### config.mk
export PLATFORM = sky130hd
export DESIGN_NAME = load_store_unit
export DESIGN_NICKNAME = d
export VERILOG_FILES = /design/src/rtl/load_store_unit.sv
export SDC_FILE = /design/constraint.sdc
export NUM_CORES = 1
export LEC_CHECK = 0
export ABC_AREA = 1
export CAP_MARGIN = 20
export CORE_UTILIZATION = 30
export DETAILED_ROUTE_END_ITERATION = 7
export GPL_TIMING_DRIVEN = 1
export PLACE_DENSITY = 0.51
export SLEW_MARGIN = 20
export SYNTH_ARGS = -nofsm -noshare
export SYNTH_HDL_FRONTEND = slang
export SYNTH_SLANG_ARGS = --single-unit
### constraint.sdc
create_clock -name clk -period 4.5 [get_ports clk]
set_input_delay 0.9 -clock clk [delete_from_list [all_inputs] [get_ports clk]]
set_output_delay 0.9 -clock clk [all_outputs]
set_load 0.005 [all_outputs]
### src/rtl/load_store_unit.sv
// load_store_unit: turns RV32I byte/half/word loads and stores into word-wide memory accesses.
// Latency (accept edge to resp_valid): error 1, load 2, SW 2, SB/SH 3 (read-modify-write).
// Backpressure: req_ready only in IDLE; requests offered while busy are ignored and must be held.
// Ports: clk/rst (sync, active-high); req_* request from execute (valid/ready handshake);
//        resp_* one-cycle completion with extended load data and error flag;
//        mem_* word-indexed memory port, mem_q combinational from mem_addr.
module load_store_unit #(
   parameter int MEM_WORDS = 256
) (
   input  logic        clk,
   input  logic        rst,
   input  logic        req_valid,
   output logic        req_ready,
   input  logic        req_store,
   input  logic [2:0]  req_funct3,
   input  logic [31:0] req_addr,
   input  logic [31:0] req_wdata,
   output logic        resp_valid,
   output logic [31:0] resp_rdata,
   output logic        resp_err,
   output logic [31:0] mem_addr,
   output logic [31:0] mem_data,
   output logic        mem_we,
   input  logic [31:0] mem_q
);

   localparam logic [29:0] WORD_LIMIT = 30'(MEM_WORDS);

   typedef enum logic [1:0] {
      IDLE  = 2'd0,
      READ  = 2'd1,
      WRITE = 2'd2,
      RESP  = 2'd3
   } state_t;

   state_t      state;
   state_t      state_nxt;

   logic        lat_store;
   logic [2:0]  lat_f3;
   logic [31:0] lat_addr;
   logic [15:0] lat_wdata;   // only the sub-word part is needed after IDLE; SW data goes straight to mem_data_r
   logic [31:0] mem_data_r;

   logic        req_err;
   logic        req_is_sw;
   logic [7:0]  q_byte;
   logic [15:0] q_half;
   logic [31:0] load_val;
   logic [31:0] merged;

   // Classify the incoming request from the live request fields.
   always_comb begin
      req_err = 1'b0;
      case (req_funct3)
         3'b000:  req_err = 1'b0;
         3'b001:  req_err = req_addr[0];
         3'b010:  req_err = |req_addr[1:0];
         3'b100:  req_err = req_store;
         3'b101:  req_err = req_store | req_addr[0];
         default: req_err = 1'b1;
      endcase
      if (req_addr[31:2] >= WORD_LIMIT) begin
         req_err = 1'b1;
      end
   end

   assign req_is_sw = req_store && (req_funct3 == 3'b010);

   // Lane selection (little-endian) and extension of the read word.
   always_comb begin
      q_byte   = mem_q[8*lat_addr[1:0] +: 8];
      q_half   = lat_addr[1] ? mem_q[31:16] : mem_q[15:0];
      load_val = mem_q;
      case (lat_f3)
         3'b000:  load_val = {{24{q_byte[7]}}, q_byte};
         3'b100:  load_val = {24'h0, q_byte};
         3'b001:  load_val = {{16{q_half[15]}}, q_half};
         3'b101:  load_val = {16'h0, q_half};
         default: load_val = mem_q;
      endcase
   end

   // Sub-word store merge: the read word with the addressed lane replaced.
   always_comb begin
      merged = mem_q;
      if (lat_f3 == 3'b000) begin
         merged[8*lat_addr[1:0] +: 8] = lat_wdata[7:0];
      end else begin
         merged[16*lat_addr[1] +: 16] = lat_wdata;
      end
   end

   always_ff @(posedge clk) begin
      if (rst) begin
         state <= IDLE;
      end else begin
         state <= state_nxt;
      end
   end

   always_comb begin
      state_nxt = state;
      case (state)
         IDLE: begin
            if (req_valid) begin
               if (req_err) begin
                  state_nxt = RESP;
               end else if (req_is_sw) begin
                  state_nxt = WRITE;
               end else begin
                  state_nxt = READ;   // loads, and SB/SH which must read first
               end
            end
         end
         READ:    state_nxt = lat_store ? WRITE : RESP;
         WRITE:   state_nxt = RESP;
         RESP:    state_nxt = IDLE;
         default: state_nxt = IDLE;
      endcase
   end

   always_ff @(posedge clk) begin
      if (rst) begin
         lat_store  <= 1'b0;
         lat_f3     <= 3'b000;
         lat_addr   <= 32'h0;
         lat_wdata  <= 16'h0;
         mem_data_r <= 32'h0;
         resp_rdata <= 32'h0;
         resp_err   <= 1'b0;
      end else begin
         case (state)
            IDLE: begin
               if (req_valid) begin
                  lat_store  <= req_store;
                  lat_f3     <= req_funct3;
                  lat_addr   <= req_addr;
                  lat_wdata  <= req_wdata[15:0];
                  resp_rdata <= 32'h0;
                  resp_err   <= req_err;
                  if (!req_err && req_is_sw) begin
                     mem_data_r <= req_wdata;
                  end
               end
            end
            READ: begin
               if (lat_store) begin
                  mem_data_r <= merged;
               end else begin
                  resp_rdata <= load_val;
               end
            end
            default: ;
         endcase
      end
   end

   assign req_ready  = (state == IDLE);
   assign resp_valid = (state == RESP);
   // A reset landing on the WRITE cycle must not commit the write.
   assign mem_we     = (state == WRITE) && !rst;
   assign mem_addr   = ((state == READ) || (state == WRITE)) ? {2'b00, lat_addr[31:2]} : 32'h0;
   assign mem_data   = mem_data_r;

endmodule

After elaboration in Yosys (flattened, before gate mapping)
Cells that the tools add are included.
{"block": "op_classes", "add_sub_neg": 2, "magnitude_cmp": 1, "eq_ne": 14, "shift": 5, "mux": 20, "n_bitwise": 1, "n_reduce_logical": 14}
{"cell": "2-to-1 mux 32 bit", "n": 6}
{"cell": "one-hot mux 32 bit (2 select lines)", "n": 2}
{"cell": "one-hot mux 32 bit (4 select lines)", "n": 1}
{"cell": "negation 5 -> 34 bit", "n": 2}
{"cell": "bitwise mux 32 bit", "n": 2}
{"cell": "variable shift 16 x 34 -> 32 bit, first input constant", "n": 1}
{"cell": "variable shift 8 x 34 -> 32 bit, first input constant", "n": 1}
{"cell": "indexed part select 16 x 34 -> 32 bit", "n": 1}
{"cell": "indexed part select 8 x 34 -> 32 bit", "n": 1}
{"cell": "indexed part select 32 x 6 -> 8 bit", "n": 1}
{"cell": "greater-or-equal comparator 30 x 9 -> 1 bit, second input constant", "n": 1}
{"cell": "2-to-1 mux 30 bit", "n": 1}
{"cell": "2-to-1 mux 16 bit", "n": 1}
{"cell": "equality test 3 bit, second input constant", "n": 4}
{"cell": "one-hot mux 2 bit (4 select lines)", "n": 1}
{"cell": "equality test 3 x 1 -> 1 bit, second input constant", "n": 2}
{"cell": "logical NOT 3 bit", "n": 2}
{"cell": "2-to-1 mux 2 bit", "n": 3}
{"cell": "inequality test 2 bit, second input constant", "n": 3}
{"cell": "one-hot mux 1 bit (5 select lines)", "n": 1}
{"cell": "equality test 2 bit, second input constant", "n": 2}
{"cell": "AND reduction 4 bit", "n": 1}
{"cell": "equality test 3 x 2 -> 1 bit, second input constant", "n": 1}
{"cell": "logical AND 1 bit", "n": 3}
{"cell": "other kinds (11)", "n": 13}
{"block": "word_totals", "register_bits": 119, "out_inout_bits": 100}

Longest topological paths before layout
Gate-level depths: netlist (run 1).
{"block": "logic_depth", "depth_word": 8, "depth_mapped": 14, "depth_no_buf": 12}

Worst setup path after synthesis (run 1)
No wires, ideal clock.
{"block": "synth_path", "path_type": "in2out", "startpoint": "input rst", "endpoint": "output mem_we", "arrival_time_ns": 1.243, "required_time_ns": 3.600, "setup_slack_ns": 2.357, "cell_stages": 2, "path_cell_list": "clkbuf_1 -> nor2_1"}
{"block": "synth_between", "elab_chain_len": 2}
{"element": "start, declared", "line_no": "11", "rtl": "input logic rst,"}
{"element": "logical NOT 1 bit", "line_no": "162", "rtl": "assign mem_we = (state == WRITE) && !rst;"}
{"element": "logical AND 1 bit", "line_no": "162"}
{"element": "end, declared", "line_no": "23", "rtl": "output logic mem_we,"}
No other way between the ends.

Worst setup path in the final report (run 1)
Ends and elaborated chain as after synthesis.

==> flow_summary.html, run 1 <==
<table>
<tr><th>Metric</th><th>Value</th></tr>
<tr><th colspan="2">Pwr</th></tr>
<tr><td>Share of total power in the clock network</td><td>31.4%</td></tr>
<tr><td>Switching portion of total power</td><td>37.2%</td></tr>
<tr><td>Leakage component of the power</td><td>4.02 nW</td></tr>
<tr><td>Worst IR Drop VDD</td><td>0.215 mV</td></tr>
<tr><td>Switching power summed over all nets</td><td>approximately 1.7 mW</td></tr>
<tr><td>Total power divided by cell area</td><td>around 480 nW/µm²</td></tr>
<tr><td>Sequential power share</td><td>between 30% and 40%</td></tr>
<tr><td>Int Pwr</td><td>2.90 mW</td></tr>
<tr><td>Comb power frac</td><td>38.5%</td></tr>
<tr><th colspan="2">Floorplanning</th></tr>
<tr><td>Die area</td><td>approximately 24,000 µm²</td></tr>
<tr><td>Number of ports placed on the die boundary</td><td>203</td></tr>
<tr><td>Width of the die</td><td>approximately 150 µm</td></tr>
<tr><td>Initial Utilization</td><td>between 30 and 40%</td></tr>
<tr><td>Core Box Area</td><td>about 23,000 µm²</td></tr>
<tr><td>Number of standard-cell rows in the floorplan</td><td>55</td></tr>
<tr><td>Die height</td><td>roughly 150 µm</td></tr>
<tr><th colspan="2">Detailed routing</th></tr>
<tr><td>Count of routing violations after the opening detailed-route iteration</td><td>480</td></tr>
<tr><td>Met3 WL post-DR</td><td>2.02 mm</td></tr>
<tr><td>Uppermost layer routed</td><td>met4</td></tr>
<tr><td>Total routed wire length on the met1 layer</td><td>11.1 mm</td></tr>
<tr><td>Final wirelength</td><td>approximately 25 mm</td></tr>
<tr><td>Routed length on met2</td><td>11.8 mm</td></tr>
<tr><td>Vias after detailed routing</td><td>7,611</td></tr>
<tr><td>Average wire per standard cell</td><td>16.0 µm</td></tr>
<tr><td>Vias per std cell</td><td>4.83</td></tr>
<tr><td>Residual DRC</td><td>0</td></tr>
<tr><td>Number of optimization iterations in the first detailed-route pass</td><td>6</td></tr>
<tr><td>Residual antenna-violating net count after detailed routing</td><td>0</td></tr>
<tr><th colspan="2">Synth</th></tr>
<tr><td>YS warnings</td><td>0</td></tr>
<tr><td>Cell type with the largest total area after synthesis</td><td>sky130_fd_sc_hd__dfxtp_1</td></tr>
<tr><td>Count of state elements after synthesis</td><td>119</td></tr>
<tr><td>Most used DFF post-synth</td><td>sky130_fd_sc_hd__dfxtp_1</td></tr>
<tr><td>Post-Synthesis Cells</td><td>1,118</td></tr>
<tr><td>Cell types with the highest counts after synthesis</td><td>298 x sky130_fd_sc_hd__nand2_1, 150 x sky130_fd_sc_hd__nor2_1, 120 x sky130_fd_sc_hd__o21ai_0, 119 x sky130_fd_sc_hd__dfxtp_1, 106 x sky130_fd_sc_hd__a21oi_1</td></tr>
<tr><td>Syn avg cell area</td><td>6.19 µm²</td></tr>
<tr><td>Count of unique library cells instantiated by Yosys</td><td>32</td></tr>
<tr><td>Number of enable flip-flop cells after synthesis</td><td>0</td></tr>
<tr><td>Post-synthesis instance area</td><td>6920 µm²</td></tr>
<tr><td>Share of the yosys chip area belonging to registers</td><td>34.4%</td></tr>
<tr><td>Area fraction of the dominant cell type after synthesis</td><td>34.4%</td></tr>
<tr><td>Most frequent cell after synthesis</td><td>sky130_fd_sc_hd__nand2_1</td></tr>
<tr><td>Synth top area cells</td><td>sky130_fd_sc_hd__dfxtp_1 34%, sky130_fd_sc_hd__nand2_1 16%, sky130_fd_sc_hd__o21ai_0 8.7%</td></tr>
<tr><td>Async S/R FF share, synth</td><td>0%</td></tr>
<tr><th colspan="2">Setup path</th></tr>
<tr><td>Worst flop-to-flop path startpoint</td><td>state[1]$_SDFFE_PP0P_</td></tr>
<tr><td>WP data arrival</td><td>2.17 ns</td></tr>
<tr><td>Reg-to-reg critical path endpoint</td><td>mem_data[12]$_SDFFE_PP0P_</td></tr>
<tr><td>Max Fanout on Critical Path</td><td>23</td></tr>
<tr><td>Startpoint class of the critical path</td><td>input port</td></tr>
<tr><td>Cell count of the worst reg-to-reg path</td><td>11</td></tr>
<tr><td>Beginning of the critical path</td><td>rst</td></tr>
<tr><td>Category of the worst setup path capture point</td><td>output port</td></tr>
<tr><td>Class of the most critical setup path</td><td>in -&gt; out</td></tr>
<tr><td>Required time reported for the critical path endpoint</td><td>3.60 ns</td></tr>
<tr><td>Slack of the worst reg-to-reg path</td><td>roughly 1.5 ns</td></tr>
<tr><th colspan="2">Clock network</th></tr>
<tr><td>Count of instances resized after the clock tree is built</td><td>0</td></tr>
<tr><td>Sink count of the clock tree</td><td>119</td></tr>
<tr><td>Clock insertion delay at the later pin of the skew report</td><td>approximately 0.43 ns</td></tr>
<tr><td>Clock root buffer master</td><td>sky130_fd_sc_hd__clkbuf_16</td></tr>
<tr><td>CTS tree</td><td>done</td></tr>
<tr><td>H-tree level count</td><td>4</td></tr>
<tr><td>Hold Buf Count CTS</td><td>0</td></tr>
<tr><td>Buffers from clock root to sink, at most</td><td>2</td></tr>
<tr><td>Total setup buffers inserted after CTS</td><td>0</td></tr>
<tr><td>Clock slew at reported path FFs</td><td>0.06 ns</td></tr>
<tr><td>Number of buffers inserted during clock tree synthesis</td><td>17</td></tr>
<tr><th colspan="2">STA</th></tr>
<tr><td>Unrepaired setup endpoints after global routing</td><td>no</td></tr>
<tr><td>Fin Setup TNS</td><td>0 ns</td></tr>
<tr><td>Number of failing setup endpoints in the final timing report</td><td>0</td></tr>
<tr><td>Final cycle utilization of the critical path</td><td>68.3%</td></tr>
<tr><td>Number of failing hold endpoints at the final stage</td><td>0</td></tr>
<tr><td>Highest achievable clock rate</td><td>325 MHz</td></tr>
<tr><td>Clock Skew</td><td>0.00716 ns</td></tr>
<tr><td>Worst rel slew slack</td><td>37.5%</td></tr>
<tr><td>Tightest Pin Transition</td><td>0.935 ns</td></tr>
<tr><td>Count of pins over their slew limit</td><td>0</td></tr>
<tr><td>Final worst-path setup slack</td><td>between 1 and 1.5 ns</td></tr>
<tr><td>Final critical delay including setup and external delays</td><td>3.07 ns</td></tr>
<tr><th colspan="2">Final layout</th></tr>
<tr><td>Final design utilization</td><td>42.6%</td></tr>
<tr><td>Synth-to-Final Area Change</td><td>39.3%</td></tr>
<tr><td>Fillcell total</td><td>2,437</td></tr>
<tr><td>Net total in the final layout</td><td>~1,400</td></tr>
<tr><td>Final cell count without fillers</td><td>1,577</td></tr>
<tr><td>Summed area of non-filler cells in the final layout</td><td>9640 µm²</td></tr>
<tr><td>Proportion of layout cells with a drive suffix above 1</td><td>4.81%</td></tr>
<tr><th colspan="2">Global routing</th></tr>
<tr><td>Grt total ovfl</td><td>0</td></tr>
<tr><td>Antenna violations before repair</td><td>3</td></tr>
<tr><td>Vias in the first global route</td><td>roughly 7,300</td></tr>
<tr><td>First-pass GRT wire length</td><td>40.3 mm</td></tr>
<tr><td>Pin count of the biggest net entering global routing</td><td>84</td></tr>
<tr><td>Tot GR Track Use</td><td>a little over a fifth</td></tr>
<tr><th colspan="2">Min path</th></tr>
<tr><td>Hold Crit Class</td><td>reg -&gt; reg</td></tr>
<tr><td>Hold depth</td><td>2</td></tr>
<tr><td>Sink of the worst hold path</td><td>resp_rdata[27]$_SDFFE_PP0P_</td></tr>
<tr><td>Min-delay src</td><td>resp_rdata[27]$_SDFFE_PP0P_</td></tr>
<tr><th colspan="2">Flow run</th></tr>
<tr><td>Max Cap Violations</td><td>0</td></tr>
<tr><th colspan="2">Place</th></tr>
<tr><td>I/O Buffers</td><td>200</td></tr>
<tr><td>Number of placed instances with taps included</td><td>roughly 1,500</td></tr>
<tr><td>Placed inst area</td><td>9010 µm²</td></tr>
<tr><td>Worst setup timing slack at the placement stage</td><td>1.35 ns</td></tr>
<tr><td>Final GP Congestion</td><td>0.848</td></tr>
<tr><td>HPWL Detailed</td><td>18.1 mm</td></tr>
<tr><th colspan="2">Outcome</th></tr>
<tr><td>Status</td><td>finished, final reports clean</td></tr>
</table>
==> worst max-delay path: stages <==
cell and delay (ns):
sky130_fd_sc_hd__clkdlybuf4s50_1 0.45, sky130_fd_sc_hd__buf_4 0.28, sky130_fd_sc_hd__nor2_1 0.09, sky130_fd_sc_hd__clkdlybuf4s50_1 0.45
==> worst max path at each step <==
stage / end
after floorplan: mem_we
after global placement: mem_we
after detailed placement: mem_data[2]$_SDFFE_PP0P_
after CTS: mem_addr[18]
after global routing: mem_data[13]$_SDFFE_PP0P_
final: mem_we
==> power groups by stage <==
stage                     combinational (mW)  clock (mW)  sequential, mW
after floorplan                         1.11           0            1.39
after global placement                  1.78           0            1.41
after detailed placement                1.78           0            1.41
after CTS                               1.79        1.48            1.39
after global routing                    2.00        1.52            1.42
final                                   1.78        1.45            1.39
==> kinds of logic (layout without fill, tap and decap cells) <==
kind of cell               Yosys count  count (layout)  synth area share [%]
DFF                                119             119                  34.4
and+or+nand+nor                    517             517                  30.0
adders and majority gates            9               9                  1.63
AOI/OAI and AO/OA                  291             291                  22.7
other                                1               4                0.0542
buffers and inverters              181             352                  11.2
==> layout by cell type, fill, tap and decap left out, drive strengths merged, types with 9 or more instances in the layout <==
cell type,synthesis,routed
clkdlybuf4s50,0,200
ha,9,9
nor2,154,154
dfxtp,119,119
o211ai,30,30
a21oi,106,106
nand3,52,52
nand2,303,303
clkbuf,33,21
inv,104,106
o21ai,139,139
buf,40,12
==> cell type report <==
type / count / area [µm²] / area share, %
clock inverter: 11 / 145 / 1.51
timing repair buffer: 212 / 2090 / 21.7
inverter: 108 / 408 / 4.23
multi-input combinational: 819 / 3770 / 39.1
clock buffer: 21 / 480 / 4.98
antenna: 2 / 5.00 / 0.0519
sequential: 119 / 2380 / 24.7
tap: 285 / 357 / 3.70
==> sequential cells by signal, summed over array words and instances (netlist names) <==
register and count:
lat_addr 32, lat_f3 3, lat_store 1, lat_wdata 16, mem_data 32, resp_err 1, resp_rdata 32, state 2
==> per-layer routing <==
metal,global-route usage [%],up-vias
li1,-,3925
met1,27.4,3408
met3,6.57,17
met2,35.8,261
met4,5.86,0
met5,0,-
==> stage by stage <==
stage	power [mW]	hold slack [ns]
final	4.63	0.468
after global routing	4.94	0.492
after floorplan	2.50	0.439
after global placement	3.19	0.452
after CTS	4.66	0.469
after detailed placement	3.19	0.458
Power figures use the tool's default switching activity.
==> run 2, diff against run 1 <==
==> constraint.sdc (replaced) <==
create_clock -name clk -period 3.1 [get_ports clk]
set_input_delay 0.62 -clock clk [delete_from_list [all_inputs] [get_ports clk]]
set_output_delay 0.62 -clock clk [all_outputs]
set_load 0.005 [all_outputs]
==> run 2 against run 1 <==
  * Via count rose by 0.71%
  * Register-to-register slack got worse by 0.89 ns
  * First-iteration DRC count fell by 9.4%
  * Die area did not move
  * Utilization fell by 0.072 points
  * Clock skew barely moved
  * Final cell count rose by 0.25%
  * Non-clock buffer count rose by 6
  * Highest routed layer unchanged
==> flow_summary.html, run 2 (synthesis gave the netlist of run 1 again) <==
<table>
<tr><th>Metric</th><th>Value</th></tr>
<tr><th colspan="2">STA</th></tr>
<tr><td>Fin Setup TNS</td><td>0 ns (unchanged)</td></tr>
<tr><td>Worst rel slew slack</td><td>57.7% (+20 points)</td></tr>
<tr><td>Highest achievable clock rate</td><td>356 MHz</td></tr>
<tr><td>Clock Skew</td><td>0.00679 ns (-0.000378 ns)</td></tr>
<tr><td>Final cycle utilization of the critical path</td><td>90.6%</td></tr>
<tr><td>Number of failing setup endpoints in the final timing report</td><td>0 (unchanged)</td></tr>
<tr><td>Final critical delay including setup and external delays</td><td>2.81 ns</td></tr>
<tr><td>Tightest Pin Transition</td><td>0.630 ns (-0.305 ns)</td></tr>
<tr><td>Count of pins over their slew limit</td><td>0 (unchanged)</td></tr>
<tr><td>Number of failing hold endpoints at the final stage</td><td>0 (unchanged)</td></tr>
<tr><td>Hold WS</td><td>0.462 ns (-0.00613 ns)</td></tr>
<tr><td>Unrepaired setup endpoints after global routing</td><td>no</td></tr>
<tr><th colspan="2">Detailed routing</th></tr>
<tr><td>Vias per std cell</td><td>4.85 (+0.45%)</td></tr>
<tr><td>Average wire per standard cell</td><td>16.1 µm (+0.69%)</td></tr>
<tr><td>Vias after detailed routing</td><td>7,665 (+0.71%)</td></tr>
<tr><td>Number of optimization iterations in the first detailed-route pass</td><td>5 (-1)</td></tr>
<tr><td>Residual antenna-violating net count after detailed routing</td><td>0 (unchanged)</td></tr>
<tr><td>Final wirelength</td><td>25.5 mm (+0.95%)</td></tr>
<tr><td>Residual DRC</td><td>0 (unchanged)</td></tr>
<tr><td>Count of routing violations after the opening detailed-route iteration</td><td>435 (-9.4%)</td></tr>
<tr><th colspan="2">Setup path</th></tr>
<tr><td>Category of the worst setup path capture point</td><td>output port</td></tr>
<tr><td>Crit path buf inv count</td><td>4 (+1)</td></tr>
<tr><td>Logic depth of the worst setup path including buffers</td><td>6 (+2)</td></tr>
<tr><td>Cell-by-cell listing of the critical path</td><td>inv_1 &gt; ha_1 &gt; buf_4 &gt; nand2_1 &gt; inv_1 &gt; clkdlybuf4s50_1</td></tr>
<tr><td>Reg-to-reg critical path endpoint</td><td>resp_rdata[14]$_SDFFE_PP0P_</td></tr>
<tr><td>Required time reported for the critical path endpoint</td><td>2.48 ns (-1.12 ns)</td></tr>
<tr><td>Most frequent CP cell</td><td>sky130_fd_sc_hd__inv_1</td></tr>
<tr><td>Class of the most critical setup path</td><td>reg -&gt; out</td></tr>
<tr><td>WP data arrival</td><td>2.19 ns (+0.02 ns)</td></tr>
<tr><td>Worst flop-to-flop path startpoint</td><td>state[0]$_SDFFE_PP0P_</td></tr>
<tr><td>Top cell family by delay on the critical path</td><td>buffers and inverters</td></tr>
<tr><td>Cell count of the worst reg-to-reg path</td><td>8 (-3)</td></tr>
<tr><td>Startpoint class of the critical path</td><td>flip-flop</td></tr>
<tr><td>Maximum cell stage delay along the critical path</td><td>0.54 ns (+0.09 ns)</td></tr>
<tr><td>Slack of the worst reg-to-reg path</td><td>0.59 ns (-0.89 ns)</td></tr>
<tr><td>Max Fanout on Critical Path</td><td>31 (+35%)</td></tr>
<tr><td>Critical-path top delay cell</td><td>sky130_fd_sc_hd__clkdlybuf4s50_1</td></tr>
<tr><th colspan="2">Clock network</th></tr>
<tr><td>Number of buffers inserted during clock tree synthesis</td><td>17 (unchanged)</td></tr>
<tr><td>Hold Buf Count CTS</td><td>0 (unchanged)</td></tr>
<tr><td>Clock root buffer master</td><td>sky130_fd_sc_hd__clkbuf_16</td></tr>
<tr><td>Total setup buffers inserted after CTS</td><td>0 (unchanged)</td></tr>
<tr><td>Clock slew at reported path FFs</td><td>0.05 ns (about the same)</td></tr>
<tr><td>Sink count of the clock tree</td><td>119 (unchanged)</td></tr>
<tr><td>Count of instances resized after the clock tree is built</td><td>0 (unchanged)</td></tr>
<tr><td>CTS tree</td><td>done</td></tr>
<tr><td>Buffers from clock root to sink, at most</td><td>2 (unchanged)</td></tr>
<tr><td>Clock insertion delay at the later pin of the skew report</td><td>0.42 ns (about the same)</td></tr>
<tr><td>H-tree level count</td><td>4 (unchanged)</td></tr>
<tr><th colspan="2">Final layout</th></tr>
<tr><td>Proportion of layout cells with a drive suffix above 1</td><td>4.94% (+0.14 points)</td></tr>
<tr><td>Most common cell after layout, fill and taps aside</td><td>sky130_fd_sc_hd__nand2_1</td></tr>
<tr><td>Synth-to-Final Area Change</td><td>39.1%</td></tr>
<tr><td>Most frequent cells in the layout</td><td>297 x sky130_fd_sc_hd__nand2_1, 200 x sky130_fd_sc_hd__clkdlybuf4s50_1, 150 x sky130_fd_sc_hd__nor2_1, 120 x sky130_fd_sc_hd__o21ai_0, 118 x sky130_fd_sc_hd__dfxtp_1</td></tr>
<tr><td>Fillcell total</td><td>2,453 (+0.66%)</td></tr>
<tr><td>Summed area of non-filler cells in the final layout</td><td>9620 µm² (-0.17%)</td></tr>
<tr><td>Net total in the final layout</td><td>1,395 (+0.43%)</td></tr>
<tr><th colspan="2">Place</th></tr>
<tr><td>I/O Buffers</td><td>200 (unchanged)</td></tr>
<tr><td>Placed inst area</td><td>9080 µm² (+0.78%)</td></tr>
<tr><td>HPWL Detailed</td><td>18.6 mm (+3.0%)</td></tr>
<tr><td>Final GP Congestion</td><td>0.824 (-2.8%)</td></tr>
<tr><th colspan="2">Floorplanning</th></tr>
<tr><td>Initial Utilization</td><td>30.6% (unchanged)</td></tr>
<tr><td>Die height</td><td>154 µm (unchanged)</td></tr>
<tr><td>Width of the die</td><td>154 µm (unchanged)</td></tr>
<tr><td>Number of standard-cell rows in the floorplan</td><td>55 (unchanged)</td></tr>
<tr><td>Number of ports placed on the die boundary</td><td>203 (unchanged)</td></tr>
<tr><td>Die area</td><td>23,700 µm² (unchanged)</td></tr>
<tr><td>Core Box Area</td><td>22,600 µm² (unchanged)</td></tr>
<tr><th colspan="2">Global routing</th></tr>
<tr><td>Grt total ovfl</td><td>0 (unchanged)</td></tr>
<tr><td>Vias in the first global route</td><td>7,260 (-1.1%)</td></tr>
<tr><td>Tot GR Track Use</td><td>21.6% (-0.13 points)</td></tr>
<tr><td>First-pass GRT wire length</td><td>40.0 mm (-0.73%)</td></tr>
<tr><td>Pin count of the biggest net entering global routing</td><td>56 (-33%)</td></tr>
<tr><td>Antenna violations before repair</td><td>1 (-2)</td></tr>
<tr><th colspan="2">Flow run</th></tr>
<tr><td>Max Cap Violations</td><td>0 (unchanged)</td></tr>
<tr><th colspan="2">Min path</th></tr>
<tr><td>Min-delay src</td><td>lat_wdata[8]$_SDFFE_PP0P_</td></tr>
<tr><td>Sink of the worst hold path</td><td>lat_wdata[8]$_SDFFE_PP0P_</td></tr>
<tr><td>Hold Crit Class</td><td>reg -&gt; reg</td></tr>
<tr><td>Hold depth</td><td>2 (unchanged)</td></tr>
<tr><th colspan="2">Pwr</th></tr>
<tr><td>Worst IR Drop VDD</td><td>0.357 mV (+66%)</td></tr>
<tr><td>Total power divided by cell area</td><td>677 nW/µm² (+41%)</td></tr>
<tr><td>Leakage component of the power</td><td>4.02 nW (about the same)</td></tr>
<tr><th colspan="2">Outcome</th></tr>
<tr><td>Status</td><td>finished, final reports clean</td></tr>
</table>
[run 2: report_power, final]
part / leakage (nW) / total (mW) / switching (mW) / internal [mW]
logic: 2.78 / 2.64 / 1.57 / 1.07
registers: 0.978 / 2.01 / 0.181 / 1.83
clock network: 0.262 / 1.86 / 0.728 / 1.13
[run 2: worst max path at each step]
stage                                       end                startpoint
floorplan             mem_data[22]$_SDFFE_PP0P_  lat_addr[1]$_SDFFE_PP0P_
global placement    resp_rdata[18]$_SDFFE_PP0P_                 req_valid
detailed placement  resp_rdata[10]$_SDFFE_PP0P_                 req_valid
CTS                                mem_addr[28]     state[0]$_SDFFE_PP0P_
global route                       mem_addr[28]     state[0]$_SDFFE_PP0P_
finish                             mem_addr[19]     state[0]$_SDFFE_PP0P_
[run 2: area by class of cell]
cell class,count,area [µm²],area share (%)
clock buffers,22,464,4.82
multi-input cells,819,3770,39.2
clock inverters,9,77.6,0.806
repair buffers,218,2160,22.5
flip-flops and latches,119,2380,24.8
well taps,285,357,3.71
inverters,108,408,4.24
diodes,1,2.50,0.0260
[run 2: layer usage]
layer,track usage [%],vias up,part of all wire [%]
met2,35.2,234,46
met4,7.43,0,2.5
li1,-,3940,-
met1,26.8,3455,44
met3,6.74,36,7.5
met5,0,-,0
[run 2: worst register-to-register path: stages (launching register included)]
cell	delay, ns
sky130_fd_sc_hd__dfxtp_1	0.39
sky130_fd_sc_hd__inv_1	0.09
sky130_fd_sc_hd__ha_1	0.33
sky130_fd_sc_hd__nand2_2	0.34
sky130_fd_sc_hd__o21ai_1	0.17
sky130_fd_sc_hd__nand2_2	0.11
sky130_fd_sc_hd__clkinv_1	0.51
sky130_fd_sc_hd__o21ai_0	0.38
sky130_fd_sc_hd__a21oi_1	0.06
[run 2: stage by stage]
stage               worst slack (ns)  util (%)  power, mW  std cells
finish                         0.291      42.5       6.51       1581
global route                   0.148      42.5       6.98       1580
CTS                            0.246      42.5       6.57       1580
detailed placement             0.324      40.1       4.69       1549
global placement               0.371      40.1       4.68       1549
floorplan                       1.07         -       3.63       1119
==> run 3, diff against run 2 <==
--- a/config.mk
+++ b/config.mk
@@ -7,11 +7,10 @@
 export LEC_CHECK = 0
 export ABC_AREA = 1
 export CAP_MARGIN = 20
-export CORE_UTILIZATION = 30
+export CORE_UTILIZATION = 42
 export DETAILED_ROUTE_END_ITERATION = 7
 export GPL_TIMING_DRIVEN = 1
-export PLACE_DENSITY = 0.51
-export SLEW_MARGIN = 20
+export PLACE_DENSITY = 0.68
 export SYNTH_ARGS = -nofsm -noshare
 export SYNTH_HDL_FRONTEND = slang
 export SYNTH_SLANG_ARGS = --single-unit
==> constraint.sdc (replaced) <==
create_clock -name clk -period 3.1 [get_ports clk]
set_input_delay 0.93 -clock clk [delete_from_list [all_inputs] [get_ports clk]]
set_output_delay 0.93 -clock clk [all_outputs]
set_load 0.005 [all_outputs]
==> run 3 against run 2 <==
  * Clock power up 9%
  * Power is 3.7% higher
  * Critical path type is now in -> out
  * Combinational power grew 3%
  * Highest routed layer unchanged
  * Design area grew 0.14%
  * Hold slack improved by 0.0012 ns
  * Non-clock buffer count did not move
  * Global-route usage rose by 6.1 points
  * Worst setup slack worse by 0.24 ns
  * Sequential power about the same
  * Critical endpoint is now mem_we
  * Die area down 28%
  * Clock-buffer cell count is 2 lower
==> flow_summary.html, run 3 (synthesis gave the netlist of run 1 again) <==
<table>
<tr><th>Metric</th><th>Value</th></tr>
<tr><th colspan="2">Flow run</th></tr>
<tr><td>Max Cap Violations</td><td>0 (unchanged)</td></tr>
<tr><th colspan="2">Outcome</th></tr>
<tr><td>Status</td><td>finished, final reports clean</td></tr>
<tr><th colspan="2">Floorplanning</th></tr>
<tr><td>Number of ports placed on the die boundary</td><td>203 (unchanged)</td></tr>
<tr><td>Number of standard-cell rows in the floorplan</td><td>46 (-16%)</td></tr>
<tr><td>Core Box Area</td><td>16,000 µm² (-29%)</td></tr>
<tr><td>Width of the die</td><td>130 µm (-15%)</td></tr>
<tr><td>Initial Utilization</td><td>43.2% (+13 points)</td></tr>
<tr><td>Die area</td><td>17,000 µm² (-28%)</td></tr>
<tr><td>Die height</td><td>130 µm (-15%)</td></tr>
<tr><th colspan="2">Global routing</th></tr>
<tr><td>Antenna violations before repair</td><td>0 (-1)</td></tr>
<tr><td>First-pass GRT wire length</td><td>35.9 mm (-10%)</td></tr>
<tr><td>Grt total ovfl</td><td>0 (unchanged)</td></tr>
<tr><td>Tot GR Track Use</td><td>27.7% (+6.1 points)</td></tr>
<tr><td>Vias in the first global route</td><td>6,971 (-4.0%)</td></tr>
<tr><td>Pin count of the biggest net entering global routing</td><td>99 (+77%)</td></tr>
<tr><th colspan="2">Detailed routing</th></tr>
<tr><td>Routed length on met2</td><td>10.9 mm (-6.7%)</td></tr>
<tr><td>Average wire per standard cell</td><td>15.5 µm (-3.9%)</td></tr>
<tr><td>Count of routing violations after the opening detailed-route iteration</td><td>579 (+33%)</td></tr>
<tr><td>Number of optimization iterations in the first detailed-route pass</td><td>5 (unchanged)</td></tr>
<tr><td>Vias per std cell</td><td>5.13 (+5.9%)</td></tr>
<tr><td>Residual DRC</td><td>0 (unchanged)</td></tr>
<tr><td>Total routed wire length on the met1 layer</td><td>9.92 mm (-12%)</td></tr>
<tr><td>Met3 WL post-DR</td><td>1.89 mm (-1.2%)</td></tr>
<tr><td>Vias after detailed routing</td><td>7,761 (+1.3%)</td></tr>
<tr><td>Residual antenna-violating net count after detailed routing</td><td>0 (unchanged)</td></tr>
<tr><td>Final wirelength</td><td>23.4 mm (-8.1%)</td></tr>
<tr><td>Uppermost layer routed</td><td>met4</td></tr>
<tr><th colspan="2">Setup path</th></tr>
<tr><td>Category of the worst setup path capture point</td><td>output port</td></tr>
<tr><td>Startpoint class of the critical path</td><td>input port</td></tr>
<tr><td>Cell count of the worst reg-to-reg path</td><td>13 (+5)</td></tr>
<tr><td>WP data arrival</td><td>2.11 ns (-0.08 ns)</td></tr>
<tr><td>Reg-to-reg critical path endpoint</td><td>mem_data[20]$_SDFFE_PP0P_</td></tr>
<tr><td>Worst flop-to-flop path startpoint</td><td>lat_addr[0]$_SDFFE_PP0P_</td></tr>
<tr><td>Beginning of the critical path</td><td>rst</td></tr>
<tr><td>Max Fanout on Critical Path</td><td>2 (-94%)</td></tr>
<tr><td>Class of the most critical setup path</td><td>in -&gt; out</td></tr>
<tr><td>Endpoint of the most critical setup path</td><td>mem_we</td></tr>
<tr><td>Required time reported for the critical path endpoint</td><td>2.17 ns (-0.31 ns)</td></tr>
<tr><td>Slack of the worst reg-to-reg path</td><td>0.70 ns (+0.11 ns)</td></tr>
<tr><th colspan="2">Clock network</th></tr>
<tr><td>CTS tree</td><td>done</td></tr>
<tr><td>H-tree level count</td><td>4 (unchanged)</td></tr>
<tr><td>Hold Buf Count CTS</td><td>0 (unchanged)</td></tr>
<tr><td>Sink count of the clock tree</td><td>119 (unchanged)</td></tr>
<tr><td>Buffers from clock root to sink, at most</td><td>2 (unchanged)</td></tr>
<tr><td>Number of buffers inserted during clock tree synthesis</td><td>17 (unchanged)</td></tr>
<tr><td>Total setup buffers inserted after CTS</td><td>0 (unchanged)</td></tr>
<tr><td>Clock slew at reported path FFs</td><td>0.05 ns (about the same)</td></tr>
<tr><td>Clock root buffer master</td><td>sky130_fd_sc_hd__clkbuf_16</td></tr>
<tr><td>Clock insertion delay at the later pin of the skew report</td><td>0.43 ns (about the same)</td></tr>
<tr><th colspan="2">Final layout</th></tr>
<tr><td>Fillcell total</td><td>1,559 (-36%)</td></tr>
<tr><td>Storage element area</td><td>2380 µm² (about the same)</td></tr>
<tr><td>Net total in the final layout</td><td>1,395 (unchanged)</td></tr>
<tr><td>Synth-to-Final Area Change</td><td>39.3%</td></tr>
<tr><td>Proportion of layout cells with a drive suffix above 1</td><td>5.25% (+0.30 points)</td></tr>
<tr><td>Final antenna diode count</td><td>0 (-1)</td></tr>
<tr><td>Most frequent cells in the layout</td><td>297 x sky130_fd_sc_hd__nand2_1, 200 x sky130_fd_sc_hd__clkdlybuf4s50_1, 150 x sky130_fd_sc_hd__nor2_1, 120 x sky130_fd_sc_hd__o21ai_0, 117 x sky130_fd_sc_hd__dfxtp_1</td></tr>
<tr><td>Most common cell after layout, fill and taps aside</td><td>sky130_fd_sc_hd__nand2_1</td></tr>
<tr><td>Summed area of non-filler cells in the final layout</td><td>9640 µm² (+0.14%)</td></tr>
<tr><td>Multi-input combinational cell area</td><td>3770 µm² (about the same)</td></tr>
<tr><th colspan="2">Place</th></tr>
<tr><td>I/O Buffers</td><td>200 (unchanged)</td></tr>
<tr><td>Placed inst area</td><td>9000 µm² (-0.90%)</td></tr>
<tr><td>HPWL Detailed</td><td>16.8 mm (-9.8%)</td></tr>
<tr><td>Final GP Congestion</td><td>0.916 (+11%)</td></tr>
<tr><th colspan="2">STA</th></tr>
<tr><td>Tightest Pin Transition</td><td>0.581 ns (-0.0490 ns)</td></tr>
<tr><td>Count of pins over their slew limit</td><td>0 (unchanged)</td></tr>
<tr><td>Worst rel slew slack</td><td>61.0% (+3.3 points)</td></tr>
<tr><td>Number of failing hold endpoints at the final stage</td><td>0 (unchanged)</td></tr>
<tr><td>Highest achievable clock rate</td><td>328 MHz (-7.7%)</td></tr>
<tr><td>Number of failing setup endpoints in the final timing report</td><td>0 (unchanged)</td></tr>
<tr><td>Clock Skew</td><td>0.00496 ns (-0.00183 ns)</td></tr>
<tr><td>Final cycle utilization of the critical path</td><td>98.2% (+7.6 points)</td></tr>
<tr><td>Fin Setup TNS</td><td>0 ns (unchanged)</td></tr>
<tr><td>Unrepaired setup endpoints after global routing</td><td>no</td></tr>
<tr><td>Final critical delay including setup and external delays</td><td>3.04 ns (+0.235 ns)</td></tr>
<tr><th colspan="2">Pwr</th></tr>
<tr><td>Leakage component of the power</td><td>4.06 nW (+1.1%)</td></tr>
<tr><td>Total power divided by cell area</td><td>700 nW/µm² (+3.5%)</td></tr>
<tr><td>Worst IR Drop VDD</td><td>0.434 mV (+22%)</td></tr>
<tr><th colspan="2">Min path</th></tr>
<tr><td>Hold Crit Class</td><td>reg -&gt; reg</td></tr>
</table>
==> run 3: cell count changes in the layout (fill, tap and decap cells not counted), sizes merged <==
cell,previous run,this run
bufinv,1,3
inv,105,106
clkbuf,22,21
buf,18,17
clkinvlp,3,2
clkinv,8,9
diode,1,0
==> run 3: power by group <==
group | internal, mW | switching, mW
logic | 1.14 | 1.57
registers | 1.83 | 0.179
clock network | 1.28 | 0.746
total | 4.26 | 2.49
==> run 3: through the flow <==
stage | util, % | total power, mW | setup WS (ns) | instances | hold slack, ns
6_report | 60.2 | 6.75 | 0.0554 | 1512 | 0.463
5_1_grt | 60.2 | 7.19 | 0.0115 | 1512 | 0.483
4_1_cts | 60.0 | 6.70 | 0.0468 | 1511 | 0.464
3_5_place_dp | 56.2 | 4.66 | 0.0715 | 1479 | 0.456
3_3_place_gp | 56.2 | 4.63 | 0.0589 | 1479 | 0.453
2_1_floorplan | - | 3.63 | 0.897 | 1119 | 0.439
==> run 3: final cells by class <==
cell class | count | area share, %
multi-input combinational | 819 | 39.1
sequential | 119 | 24.7
timing repair buffer | 218 | 22.9
clock buffer | 20 | 4.63
inverter | 108 | 4.23
tap | 216 | 2.80
clock inverter | 12 | 1.57
==> run 3: critical path: stages <==
cell and delay [ns]:
sky130_fd_sc_hd__clkdlybuf4s50_1 0.46, sky130_fd_sc_hd__nor2_1 0.20, sky130_fd_sc_hd__clkdlybuf4s50_1 0.53
==> run 3: what timing repair did <==
action,4_1_cts,5_1_grt
resized for setup,1,4
gates cloned,0,1
pin swaps,0,0
endpoints found under the setup margin,13,29
==> run 3: worst min-delay path by stage <==
stage                                    start                          to  slack [ns]  depth (start not counted)
floorplan           lat_wdata[10]$_SDFFE_PP0P_  lat_wdata[10]$_SDFFE_PP0P_        0.44                          2
global placement    lat_wdata[10]$_SDFFE_PP0P_  lat_wdata[10]$_SDFFE_PP0P_        0.45                          2
detailed placement  resp_rdata[1]$_SDFFE_PP0P_  resp_rdata[1]$_SDFFE_PP0P_        0.46                          2
CTS                 resp_rdata[1]$_SDFFE_PP0P_  resp_rdata[1]$_SDFFE_PP0P_        0.46                          2
global route        lat_wdata[12]$_SDFFE_PP0P_  lat_wdata[12]$_SDFFE_PP0P_        0.48                          2
finish              resp_rdata[1]$_SDFFE_PP0P_  resp_rdata[1]$_SDFFE_PP0P_        0.46                          2
==> run 3: per-layer routing <==
layer	GRT usage, %	vias up
met1	34.4	3490
met4	12.8	0
li1	-	3945
met3	7.18	43
met5	0	-
met2	44.8	283
